[src/rtl/pc_sequencer.sv]
// Program-counter sequencer: next-PC select, vectored interrupts,
// and a circular return-address stack with overflow/underflow handling.
module pc_sequencer #(
  parameter int WIDTH     = 32,
  parameter int RAS_DEPTH = 4,
  parameter int NUM_IRQ   = 4
) (
  input  logic               clk,
  input  logic               RESET,
  input  logic               STALL,
  input  logic [2:0]         PCSEL,
  input  logic [WIDTH-1:0]   JT,
  input  logic [WIDTH-1:0]   SHFT_SEXTC,
  input  logic [WIDTH-1:0]   RST_ADDR,
  input  logic [WIDTH-1:0]   XADDR,
  input  logic [WIDTH-1:0]   ILLOP_ADDR,
  input  logic [NUM_IRQ-1:0] IRQ,
  input  logic               CALL,
  output logic [WIDTH-1:0]   PC_O,
  output logic [WIDTH-1:0]   PC_INCR,
  output logic [WIDTH-1:0]   BRANCH_TGT,
  output logic [NUM_IRQ-1:0] IRQ_ACK,
  output logic               RAS_EMPTY,
  output logic               RAS_FULL,
  output logic               RAS_UNDERFLOW
);

  localparam int PW = $clog2(RAS_DEPTH);
  localparam int CW = $clog2(RAS_DEPTH + 1);

  logic [WIDTH-1:0] pc;
  logic [WIDTH-1:0] pc_next;
  logic [WIDTH-1:0] ras [RAS_DEPTH];
  logic [WIDTH-1:0] ras_top;
  logic [WIDTH-1:0] irq_vec;
  logic [PW-1:0]    ptr;
  logic [PW-1:0]    ptr_dec;
  logic [CW-1:0]    count;
  logic [4:0]       irq_idx;
  logic             s;
  logic             irq_take;
  logic             push;
  logic             pop;
  logic             empty;
  logic             full;

  assign s          = pc[WIDTH-1];
  assign PC_O       = RESET ? RST_ADDR : pc;
  assign PC_INCR    = pc + WIDTH'(4);
  assign BRANCH_TGT = PC_INCR + SHFT_SEXTC;

  assign empty     = (count == '0);
  assign full      = (count == CW'(RAS_DEPTH));
  assign RAS_EMPTY = empty;
  assign RAS_FULL  = full;

  // Supervisor mode masks interrupts; requests stay pending on the wires.
  assign irq_take = (|IRQ) && !PC_O[WIDTH-1];

  always_comb begin
    irq_idx = '0;
    for (int i = NUM_IRQ - 1; i >= 0; i--) begin
      if (IRQ[i]) irq_idx = 5'(i);
    end
  end

  assign irq_vec = XADDR + (WIDTH'(irq_idx) << 2);

  assign ptr_dec = ptr - PW'(1);
  assign ras_top = ras[ptr_dec];
  assign push    = CALL && (PCSEL == 3'b001 || PCSEL == 3'b010);
  assign pop     = (PCSEL == 3'b101);

  always_comb begin
    pc_next = RST_ADDR;
    case (PCSEL)
      3'b000: pc_next = {s, PC_INCR[WIDTH-2:0]};
      3'b001: pc_next = {s, BRANCH_TGT[WIDTH-2:0]};
      3'b010: pc_next = {s & JT[WIDTH-1], JT[WIDTH-2:0]};
      3'b011: pc_next = ILLOP_ADDR;
      3'b100: pc_next = XADDR;
      3'b101: pc_next = empty ? ILLOP_ADDR
                              : {s & ras_top[WIDTH-1], ras_top[WIDTH-2:0]};
      default: pc_next = RST_ADDR;
    endcase
  end

  always_ff @(posedge clk) begin
    if (RESET) begin
      pc            <= RST_ADDR;
      ptr           <= '0;
      count         <= '0;
      IRQ_ACK       <= '0;
      RAS_UNDERFLOW <= 1'b0;
    end else if (STALL) begin
      IRQ_ACK       <= '0;
      RAS_UNDERFLOW <= 1'b0;
    end else if (irq_take) begin
      pc            <= irq_vec;
      IRQ_ACK       <= NUM_IRQ'(1) << irq_idx;
      RAS_UNDERFLOW <= 1'b0;
    end else begin
      pc            <= pc_next;
      IRQ_ACK       <= '0;
      RAS_UNDERFLOW <= pop && empty;
      // When full, ptr already addresses the oldest slot, so it is overwritten.
      if (push) begin
        ras[ptr] <= PC_INCR;
        ptr      <= ptr + PW'(1);
        if (!full) count <= count + CW'(1);
      end else if (pop && !empty) begin
        ptr   <= ptr_dec;
        count <= count - CW'(1);
      end
    end
  end

endmodule

[config.mk]
export PLATFORM = sky130hd
export DESIGN_NAME = pc_sequencer
export DESIGN_NICKNAME = d
export VERILOG_FILES = /design/src/rtl/pc_sequencer.sv
export SDC_FILE = /design/constraint.sdc
export NUM_CORES = 1
export LEC_CHECK = 0
export BUFFER_PORTS_ARGS = -buffer_cell sky130_fd_sc_hd__clkbuf_2
export CAP_MARGIN = 10
export CORE_MARGIN = 2
export CORE_UTILIZATION = 45
export CTS_CLUSTER_DIAMETER = 150
export CTS_CLUSTER_SIZE = 40
export DETAILED_ROUTE_END_ITERATION = 8
export HOLD_SLACK_MARGIN = 0.1
export PLACE_DENSITY = 0.69
export SLEW_MARGIN = 20
export SYNTH_ARGS = -nofsm -noshare
export SYNTH_HDL_FRONTEND = slang
export SYNTH_SLANG_ARGS = --single-unit
[constraint.sdc]
create_clock -name clk -period 6.7 [get_ports clk]
set_input_delay 2.01 -clock clk [delete_from_list [all_inputs] [get_ports clk]]
set_output_delay 2.01 -clock clk [all_outputs]
set_load 0.05 [all_outputs]
==> results by group <==
Logic synthesis
  – Seq cells post-synth: 170
  – Top_reg_cell synth: edfxtp_1
  – Mapped Avg Cell Area: 10.7 um^2
  – Synth Area in Compound Gates: 0.190
  – Xor and xnor fraction of the mapped netlist area: 0.0670
  – Adder-cell share of the synthesized area: 0.0510
  – Syn. warnings: 0
  – Seq/Total Area, Yosys: 0.445
  – Post-synth EDFFs: 160
  – Synthesized cell area: 11200 um^2
  – Distinct cells, synth: 73
  – Synthesized Nets: 1264
  – Post-Synthesis Cells: 1049
  – Simple-Gate Fraction of Synth Area: 0.119
  – Main combinational cell family by area after synthesis: compound AO/OA/AOI/OAI gates
  – Multiplexer area fraction after synthesis: 0.0949
  – Async set or reset register ratio after synthesis: 0

Cells and area
  – Fillers: 2142
  – Most common cell after layout, fill and taps aside: clkbuf_2
  – Finished Layout Cells: 1694
  – Net count reported at finish: 1572
  – Fin util: 0.584
  – Syn-to-layout area delta: 26.6%
  – Final Cell Area: 14200 um^2
  – # diodes: 0
  – Layout cells sized above 1: 0.353
  – Commonest cells after routing, fill and taps aside: 265 x clkbuf_2, 160 x edfxtp_1, 90 x a21oi_1

Power
  – Seq pwr share: 0.317
  – Worst IR Drop VDD: 0.216 mV
  – Switching share of power: 0.416
  – Comb power frac: 0.420
  – Int Power: 0.00234 W
  – Pwr Density: 281 nW/um^2
  – Switching power total: 0.00166 W
  – Pleak: 5.57 nW
  – Clk pwr share: 0.263

Clock network
  – Clk sinks: 170
  – CTS HTree Levels: 4
  – Reg clk slew, reported paths: 0.07 ns
  – TritonCTS buffer count: 17
  – Clk_lat worst skew: 0.44 ns
  – Clk Tree Root Cell: clkbuf_16
  – CTS tree: built
  – Hold-fix buffers, CTS: 0
  – CTS Buffer Depth: 2

Worst setup path
  – WP data required: 4.69 ns
  – Crit-path max FO: 2
  – Crit. End Element: output port
  – Reg-to-reg slack, setup: 2.47 ns
  – Setup Crit Path Kind: input pin to output port
  – Crit start category: input pin
  – CP arrival: 4.70 ns

Die
  – Core region area: 24400 um^2
  – Chip Width: 162 um
  – Die height: 162 um
  – DIE AREA: 26300 um^2
  – Initial core utilization: 0.461
  – Num ports: 274
  – # rows: 57

Timing
  – Worst slew margin: 0.230
  – F_max: 149 MHz
  – Tmin final: 6.71 ns
  – Count of final setup violators: 1
  – Fin. Hold Viols: 0
  – Final setup skew: 0.0137 ns
  – RSZ-0062 raised after global routing: yes
  – Period Utilization, post-route: 1.00
  – Fin. max-slew vios: 0
  – Slew @ Worst Pin: 1.15 ns
  – Setup TNS: -0.00755 ns
  – Setup slack after layout: -0.00755 ns

Place
  – Port Buf Inserts: 273
  – Dpl cells: 1658
  – Pre-CTS WS: -0.140 ns
  – Post-DP HPWL: 31200 um
  – GP Congestion: 1.01
  – Dpl cell area: 13400 um^2

Global routing
  – Gr usage total: 0.320
  – Largest net degree at the start of global routing: 38
  – Initial antenna violation count: 0
  – First-pass GRT wire length: 62500 um
  – Gr ovfl total: 0
  – Number of global-route vias before repair: 10278

Routing
  – 1st-pass router iterations: 7
  – Vias per cell: 6.29
  – Residual DRC count: 0
  – Via count: 10652
  – Routed wire per std cell: 25.2 um
  – Initial drt markers: 1233
  – Antenna viol nets, final: 0
  – Overall routed net length: 42700 um

Outcome
  – Status: finished, violations left
  – Failing checks: setup timing

Min path
  – HP Class: register to register

Flow run
  – Maxcap violations: 0
[cell families (layout without fill, tap and decap cells)]
logic type | after synthesis | after routing
AO/OA/AOI/OAI | 313 | 313
XOR/XNOR | 86 | 86
adder cells (fa/ha/maj) | 44 | 44
buffers and inverters | 93 | 414
flip-flops | 170 | 170
multiplexers | 63 | 63
AND/OR/NAND/NOR | 280 | 280
[area by class of cell]
class                      instances  area, um^2  share of cell area
inverter                          31         116             0.00817
sequential                       170        5010               0.352
timing repair buffer             351        2070               0.145
clock inverter                    15         199              0.0140
clock buffer                      17         425              0.0299
tap                              324         405              0.0285
multi-input combinational        786        6010               0.423
[cell usage after synthesis (all sizes together), types with 17 or more instances]
library cell | count | share of area
nand3 | 36 | 0.016
mux4 | 32 | 0.064
nand4 | 17 | 0.0095
buf | 19 | 0.0079
a221oi | 30 | 0.024
nor2 | 73 | 0.024
a21oi | 95 | 0.043
ha | 41 | 0.046
o21ai | 50 | 0.022
xnor2 | 60 | 0.047
a21o | 18 | 0.012
nand2 | 83 | 0.028
clkbuf | 43 | 0.014
inv | 30 | 0.010
mux2 | 29 | 0.029
o211ai | 18 | 0.012
edfxtp | 160 | 0.43
xor2 | 26 | 0.020
o22ai | 17 | 0.0095
[layer usage]
metal,vias up,track usage,routed length [um]
met5,-,0,0
met4,0,0.0990,1180
met3,99,0.0692,4780
met2,712,0.501,19600
met1,5152,0.448,17100
li1,4689,-,-
[power by group through the flow]
| stage | Clock, W | Combinational, W | Sequential [W] |
|---|---|---|---|
| finish | 0.00105 | 0.00168 | 0.00126 |
| global route | 0.00110 | 0.00176 | 0.00127 |
| CTS | 0.00106 | 0.00163 | 0.00126 |
| detailed placement | 0 | 0.00161 | 0.00129 |
| global placement | 0 | 0.00160 | 0.00129 |
| floorplan | 0 | 0.00105 | 0.00128 |
[worst max-delay path, cell delays in order]
cell and delay (ns):
buf_6 0.10, ha_4 0.16, inv_2 0.05, fa_2 0.22
nor2b_4 0.05, o31a_1 0.30, o311ai_2 0.23, nand2_1 0.14
or3_4 0.35, a221o_1 0.37, a21oi_2 0.22, and2_4 0.20
xnor2_4 0.11, clkbuf_16 0.18
[worst paths after layout]
kind                                     from              to  cells after the start
worst max-delay path            SHFT_SEXTC[0]  BRANCH_TGT[30]                     14
worst min-delay path                 count[2]        count[2]                      2
worst max register to register          pc[2]          pc[29]                     16
worst min register to register       count[2]        count[2]                      2
[state kept, by name, summed over array words and instances (netlist names)]
name,count
IRQ_ACK,4
RAS_UNDERFLOW,1
count,3
pc,32
ptr,2
ras,128
[metrics by stage]
step	power, W	hold slack, ns
after floorplan	0.00233	0.462
after detailed placement	0.00290	0.485
after global routing	0.00413	0.551
after CTS	0.00396	0.495
after global placement	0.00289	0.477
final	0.00400	0.498
[what timing repair did]
item                       CTS  global route
resized for setup            4            23
cloned                       0             0
buffers inserted             1             3
setup endpoints to repair    4            11
pin swaps                    1             2
Note: power is estimated with default switching activity, not from simulation.
